===== src/rtl/branch_predictor.sv =====
// Direct-mapped BTB branch predictor with 2-bit counters; fetch prediction has 1-cycle latency.
// fetch_stall holds the registered prediction; a mispredicting resolve flushes it.
module branch_predictor #(
   parameter int PC_W  = 32,
   parameter int IDX_W = 4
) (
   input  logic            clock,
   input  logic            reset,
   input  logic            fetch_valid,
   input  logic [PC_W-1:0] fetch_pc,
   input  logic            fetch_stall,
   output logic            pred_valid,
   output logic            pred_taken,
   output logic [PC_W-1:0] pred_dst,
   input  logic            res_valid,
   input  logic [PC_W-1:0] res_src,
   input  logic [PC_W-1:0] res_dst,
   input  logic            res_taken,
   output logic            res_right
);

   localparam int N     = 1 << IDX_W;
   localparam int TAG_W = PC_W - IDX_W - 2;

   logic             btb_vld [N];
   logic [TAG_W-1:0] btb_tag [N];
   logic [PC_W-1:0]  btb_tgt [N];
   logic [1:0]       btb_ctr [N];

   logic [IDX_W-1:0] f_idx, r_idx;
   logic [TAG_W-1:0] f_tag, r_tag;
   logic             f_hit, f_taken, r_hit;
   logic [PC_W-1:0]  f_dst;
   logic [1:0]       r_ctr;
   logic [1:0]       unused_res_lsb;

   assign f_idx = fetch_pc[IDX_W+1:2];
   assign f_tag = fetch_pc[PC_W-1:IDX_W+2];
   assign r_idx = res_src[IDX_W+1:2];
   assign r_tag = res_src[PC_W-1:IDX_W+2];
   assign unused_res_lsb = res_src[1:0];

   // Both lookups read pre-update state; same-cycle updates are not bypassed.
   assign f_hit   = btb_vld[f_idx] && (btb_tag[f_idx] == f_tag);
   assign f_taken = f_hit && btb_ctr[f_idx][1];
   assign f_dst   = f_taken ? btb_tgt[f_idx] : fetch_pc + PC_W'(4);

   assign r_hit = btb_vld[r_idx] && (btb_tag[r_idx] == r_tag);
   assign r_ctr = btb_ctr[r_idx];

   always_comb begin
      res_right = 1'b1;
      if (res_valid) begin
         if (r_hit)
            res_right = (r_ctr[1] == res_taken) && (!res_taken || (btb_tgt[r_idx] == res_dst));
         else
            res_right = !res_taken;
      end
   end

   always_ff @(posedge clock or posedge reset) begin
      if (reset) begin
         for (int i = 0; i < N; i++) begin
            btb_vld[i] <= 1'b0;
            btb_tag[i] <= '0;
            btb_tgt[i] <= '0;
            btb_ctr[i] <= 2'd0;
         end
      end else if (res_valid) begin
         if (r_hit) begin
            if (res_taken) begin
               btb_ctr[r_idx] <= (r_ctr == 2'd3) ? 2'd3 : r_ctr + 2'd1;
               btb_tgt[r_idx] <= res_dst;
            end else begin
               btb_ctr[r_idx] <= (r_ctr == 2'd0) ? 2'd0 : r_ctr - 2'd1;
            end
         end else if (res_taken) begin
            btb_vld[r_idx] <= 1'b1;
            btb_tag[r_idx] <= r_tag;
            btb_tgt[r_idx] <= res_dst;
            btb_ctr[r_idx] <= 2'd2;
         end
      end
   end

   // A mispredict flush outranks both stall and a new fetch.
   always_ff @(posedge clock or posedge reset) begin
      if (reset) begin
         pred_valid <= 1'b0;
         pred_taken <= 1'b0;
         pred_dst   <= '0;
      end else if (res_valid && !res_right) begin
         pred_valid <= 1'b0;
      end else if (!fetch_stall) begin
         pred_valid <= fetch_valid;
         if (fetch_valid) begin
            pred_taken <= f_taken;
            pred_dst   <= f_dst;
         end
      end
   end

endmodule


===== config.mk =====
export PLATFORM = sky130hd
export DESIGN_NAME = branch_predictor
export DESIGN_NICKNAME = d
export VERILOG_FILES = /design/src/rtl/branch_predictor.sv
export SDC_FILE = /design/constraint.sdc
export NUM_CORES = 2
export LEC_CHECK = 0
export BUFFER_PORTS_ARGS = -buffer_cell sky130_fd_sc_hd__buf_2
export CORE_UTILIZATION = 35
export DETAILED_ROUTE_END_ITERATION = 10
export GPL_ROUTABILITY_DRIVEN = 0
export PLACE_DENSITY = 0.54
export SYNTH_ARGS = -nofsm -noshare
export SYNTH_HDL_FRONTEND = slang
export SYNTH_SLANG_ARGS = --single-unit

===== constraint.sdc =====
create_clock -name clock -period 35.6 [get_ports clock]
set_input_delay 7.12 -clock clock [delete_from_list [all_inputs] [get_ports clock]]
set_output_delay 7.12 -clock clock [all_outputs]
set_load 0.01 [all_outputs]

==> metrics.md <==
| Metric | Value |
|---|---|
| Status | completed |
| Row cnt | 146 |
| Sequential share of power | 44.1% |
| Iteration-0 DRC Markers | 3083 |
| First-pass GRT wire length | 276 mm |
| Worst Path Max Fanout | 55 |
| Reg-to-Reg Start | btb_tag[144]$_DFFE_PP0P_ |
| Synth Area in Simple Gates | 3.45% |
| Die footprint | 161000 µm² |
| Fin. max-slew vios | 0 |
| HPWL after detailed placement | 115 mm |
| Finish-stage setup viols | 0 |
| Pre-antenna DRT Iters | 7 |
| Slew @ Worst Pin | 1.10 ns |
| ANT nets after route | 0 |
| Mean routed wirelength per cell | 31.6 µm |
| Synth top area share | 45.3% |
| VDD IR max | 41.4 µV |
| Worst hold-check path type | flop to flop |
| Drt total wl | 189 mm |
| Main combinational cell family by area after synthesis | multiplexers |
| Crit end category | output pin |
| Post-synthesis cell area | 55800 µm² |
| Synth Area in Compound Gates | 3.63% |
| Via count | 35900 |
| Internal power | 0.00247 W |
| Startpoint Class | input pin |
| Ys flop type | dfrtp_1 |
| Fin crit share | 55.5% |
| Vias in the first global route | 36400 |
| Antenna violations before repair | 32 |
| RSZ-0062 raised after global routing | no |
| Max-cap violations | 0 |
| Clock-pin transition on the worst setup and hold timing paths | 0.06 ns |
| Xor and xnor area share after synthesis | 1.49% |
| Net Sw Frac | 28.6% |
| Post-synth cell types | 84 |
| Setup_tns | 0 ns |
| Yosys warns | 0 |
| Layout area overhead | 10.9% |
| Worst skew pair latency | 0.75 ns |
| Fmax achieved | 50.6 MHz |
| Clk root buf | clkbuf_16 |
| Largest stage delay, worst path | 0.70 ns |
| FF-to-FF path depth | 11 |
| Synth cell count leaders | dfrtp_1, mux2_2, mux4_2 |
| Clock Power Share | 33.8% |
| Fin area | 61900 µm² |
| Hold Vio Cnt, Final | 0 |
| Post-synth EDFFs | 0 |
| DIE WIDTH | 401 µm |
| R2R Setup Slk | 30.57 ns |
| Core ar. | 158000 µm² |
| Grt total ovfl | 0 |
| Post-synthesis async set-or-reset flop share | 100% |
| Placed inst area | 58200 µm² |
| Post-synthesis sequential area ratio | 45.3% |
| Post-synthesis mux area share | 42.5% |
| Required time of the worst setup path | 28.48 ns |
| Die height | 401 µm |
| Post-synthesis average cell area | 14.6 µm² |
| Seq cells post-synth | 1010 |
| TritonCTS clock tree | built |
| Worst Skew | 0.0306 ns |
| Critical Path AT | 12.63 ns |
| Comb power frac | 22.1% |
| DRC errors left | 0 |
| Lkg Pwr | 26.1 nW |
| Reg2reg end | pred_dst[30]$_DFFE_PP0P_ |
| CTS Hold Bufs | 0 |
| Setup CP Type | input pin to output pin |
| Initial Util | 35.2% |
| Max Buffers Root-to-Sink | 3 |
| Area leader, netlist | dfrtp_1 |
| Net Sw Power | 0.000991 W |
| Largest net degree at the start of global routing | 121 |
| Area contributors post-synth | dfrtp_1, mux2_2, mux4_2, mux2i_1, clkbuf_1 |
| Hold depth | 1 |
| I/O pin count | 137 |
| Final #Nets | 3910 |
| Final core utilization | 39.1% |
| Layout cells sized above 1 | 50.3% |
| Crit-path cells | buf_8 > buf_4 > buf_4 > or2_1 > buf_4 > o22ai_1 > a221oi_1 > mux2_1 > a2111oi_0 > nand4_1 > nor4_2 > buf_4 > a21oi_4 > nor2_1 > nand2_1 > buf_2 |
| Fin crit period | 19.75 ns |
| Headroom to the max-slew limit | 26.4% |
| H-Tree Depth | 3 |
| Post-CTS Setup Bufs | 0 |
| PortBufs | 134 |
| # clock sinks | 1010 |
| Syn Nets | 3935 |
| Crit. Startpoint | res_src[3] |
| GRT Util Overall | 23.5% |
| CTS Buf Count | 110 |
| Critical path endpoint | res_right |
| Pwr/cell area | 56.0 nW/µm² |
| Cells after synthesis | 3832 |
| Adder-Cell Fraction of Synth Area | 0.0404% |
| CP max-delay cell | buf_4 |
| Vias per inst | 6.02 |
| Placed insts | 5767 |
| Cell mode on critical path | buf_4 |
| Count leader, synth | dfrtp_1 |
| Number of cells in the finished layout apart from fillers | 5965 |
| Post-CTS Resized | 0 |
worst min-delay path by stage:
| stage | startpoint | end | slack, ns |
|---|---|---|---|
| global route | btb_vld[7]$_DFFE_PP0P_ | btb_vld[7]$_DFFE_PP0P_ | 0.51 |
| CTS | btb_vld[3]$_DFFE_PP0P_ | btb_vld[3]$_DFFE_PP0P_ | 0.50 |
| finish | btb_vld[4]$_DFFE_PP0P_ | btb_vld[4]$_DFFE_PP0P_ | 0.50 |
| detailed placement | btb_vld[4]$_DFFE_PP0P_ | btb_vld[4]$_DFFE_PP0P_ | 0.48 |
| floorplan | btb_vld[0]$_DFFE_PP0P_ | btb_vld[0]$_DFFE_PP0P_ | 0.46 |
| global placement | btb_tgt[407]$_DFFE_PP0P_ | btb_tgt[407]$_DFFE_PP0P_ | 0.48 |
logic make-up (layout without fill, tap and decap cells):
logic type / after synthesis / in the layout
mux: 1675 / 1675
xor+xnor: 95 / 95
buf+inv: 395 / 452
other cells: 0 / 4
compound gates: 285 / 285
flops: 1010 / 1010
fa+ha+maj: 2 / 2
simple gates: 370 / 370
final cells by class:
| type | count | area, µm² |
|---|---|---|
| fill | 14900 | 96500 |
| antenna | 4 | 10.0 |
| inverter | 27 | 109 |
| sequential | 1010 | 25300 |
| clock buffer | 167 | 3340 |
| tap | 2072 | 2590 |
| multi-input combinational | 2427 | 28800 |
| timing repair buffer | 231 | 1470 |
| clock inverter | 27 | 287 |
worst max-delay path, delay by kind of cell:
family,cells,cell delay [ns]
AND/OR/NAND/NOR,5,1.10
AO/OA/AOI/OAI,4,0.98
multiplexers,1,0.35
buffers and inverters,6,2.79
flip-flops by register name (all words and copies together), names as in the netlist:
| signal | cells |
|---|---|
| pred_taken | 1 |
| btb_tag | 416 |
| btb_vld | 16 |
| btb_tgt | 512 |
| pred_dst | 32 |
| btb_ctr | 32 |
| pred_valid | 1 |
power by group through the flow:
stage | Combinational (W) | Sequential (W) | Clock (W)
after floorplan | 0.000576 | 0.00150 | 0
after global placement | 0.000753 | 0.00154 | 0
after detailed placement | 0.000764 | 0.00155 | 0
after CTS | 0.000766 | 0.00153 | 0.00120
after global routing | 0.000813 | 0.00156 | 0.00124
final | 0.000765 | 0.00153 | 0.00117
cell usage in the layout (no fill, tap or decap), types with 9 or more instances in the layout:
cell and instances:
a21oi_1 26, or2_2 19, clkbuf_8 30, clkinv_2 16, nor3_1 29, dfrtp_1 1010
o22ai_1 33, clkbuf_1 24, buf_4 97, buf_2 127, nor4_1 10, and3_1 13
inv_1 24, xor2_1 29, mux2_2 1004, xnor2_1 66, nor2_1 39, nor2b_1 9
nand3_1 39, mux2_4 32, a31oi_1 9, nor3_4 13, nor2_4 17, a22oi_1 61
mux4_2 441, clkbuf_16 114, mux2i_1 194, o21ai_0 62, nand4_1 35, nand2_1 96
layer usage:
metal,wire length [µm],track usage (%)
met4,5450,6.47
met2,85900,35.8
met3,12300,4.42
met1,84700,34.0
met5,150,0
metrics by stage:
| step | setup slack, ns | hold WS [ns] | total power, W |
|---|---|---|---|
| after floorplan | 0.0605 | 0.457 | 0.00208 |
| after global routing | 15.59 | 0.506 | 0.00362 |
| after global placement | 15.82 | 0.476 | 0.00229 |
| after detailed placement | 15.81 | 0.482 | 0.00231 |
| final | 15.85 | 0.497 | 0.00347 |
| after CTS | 15.79 | 0.496 | 0.00349 |
Note: power is estimated with default switching activity, not from simulation.
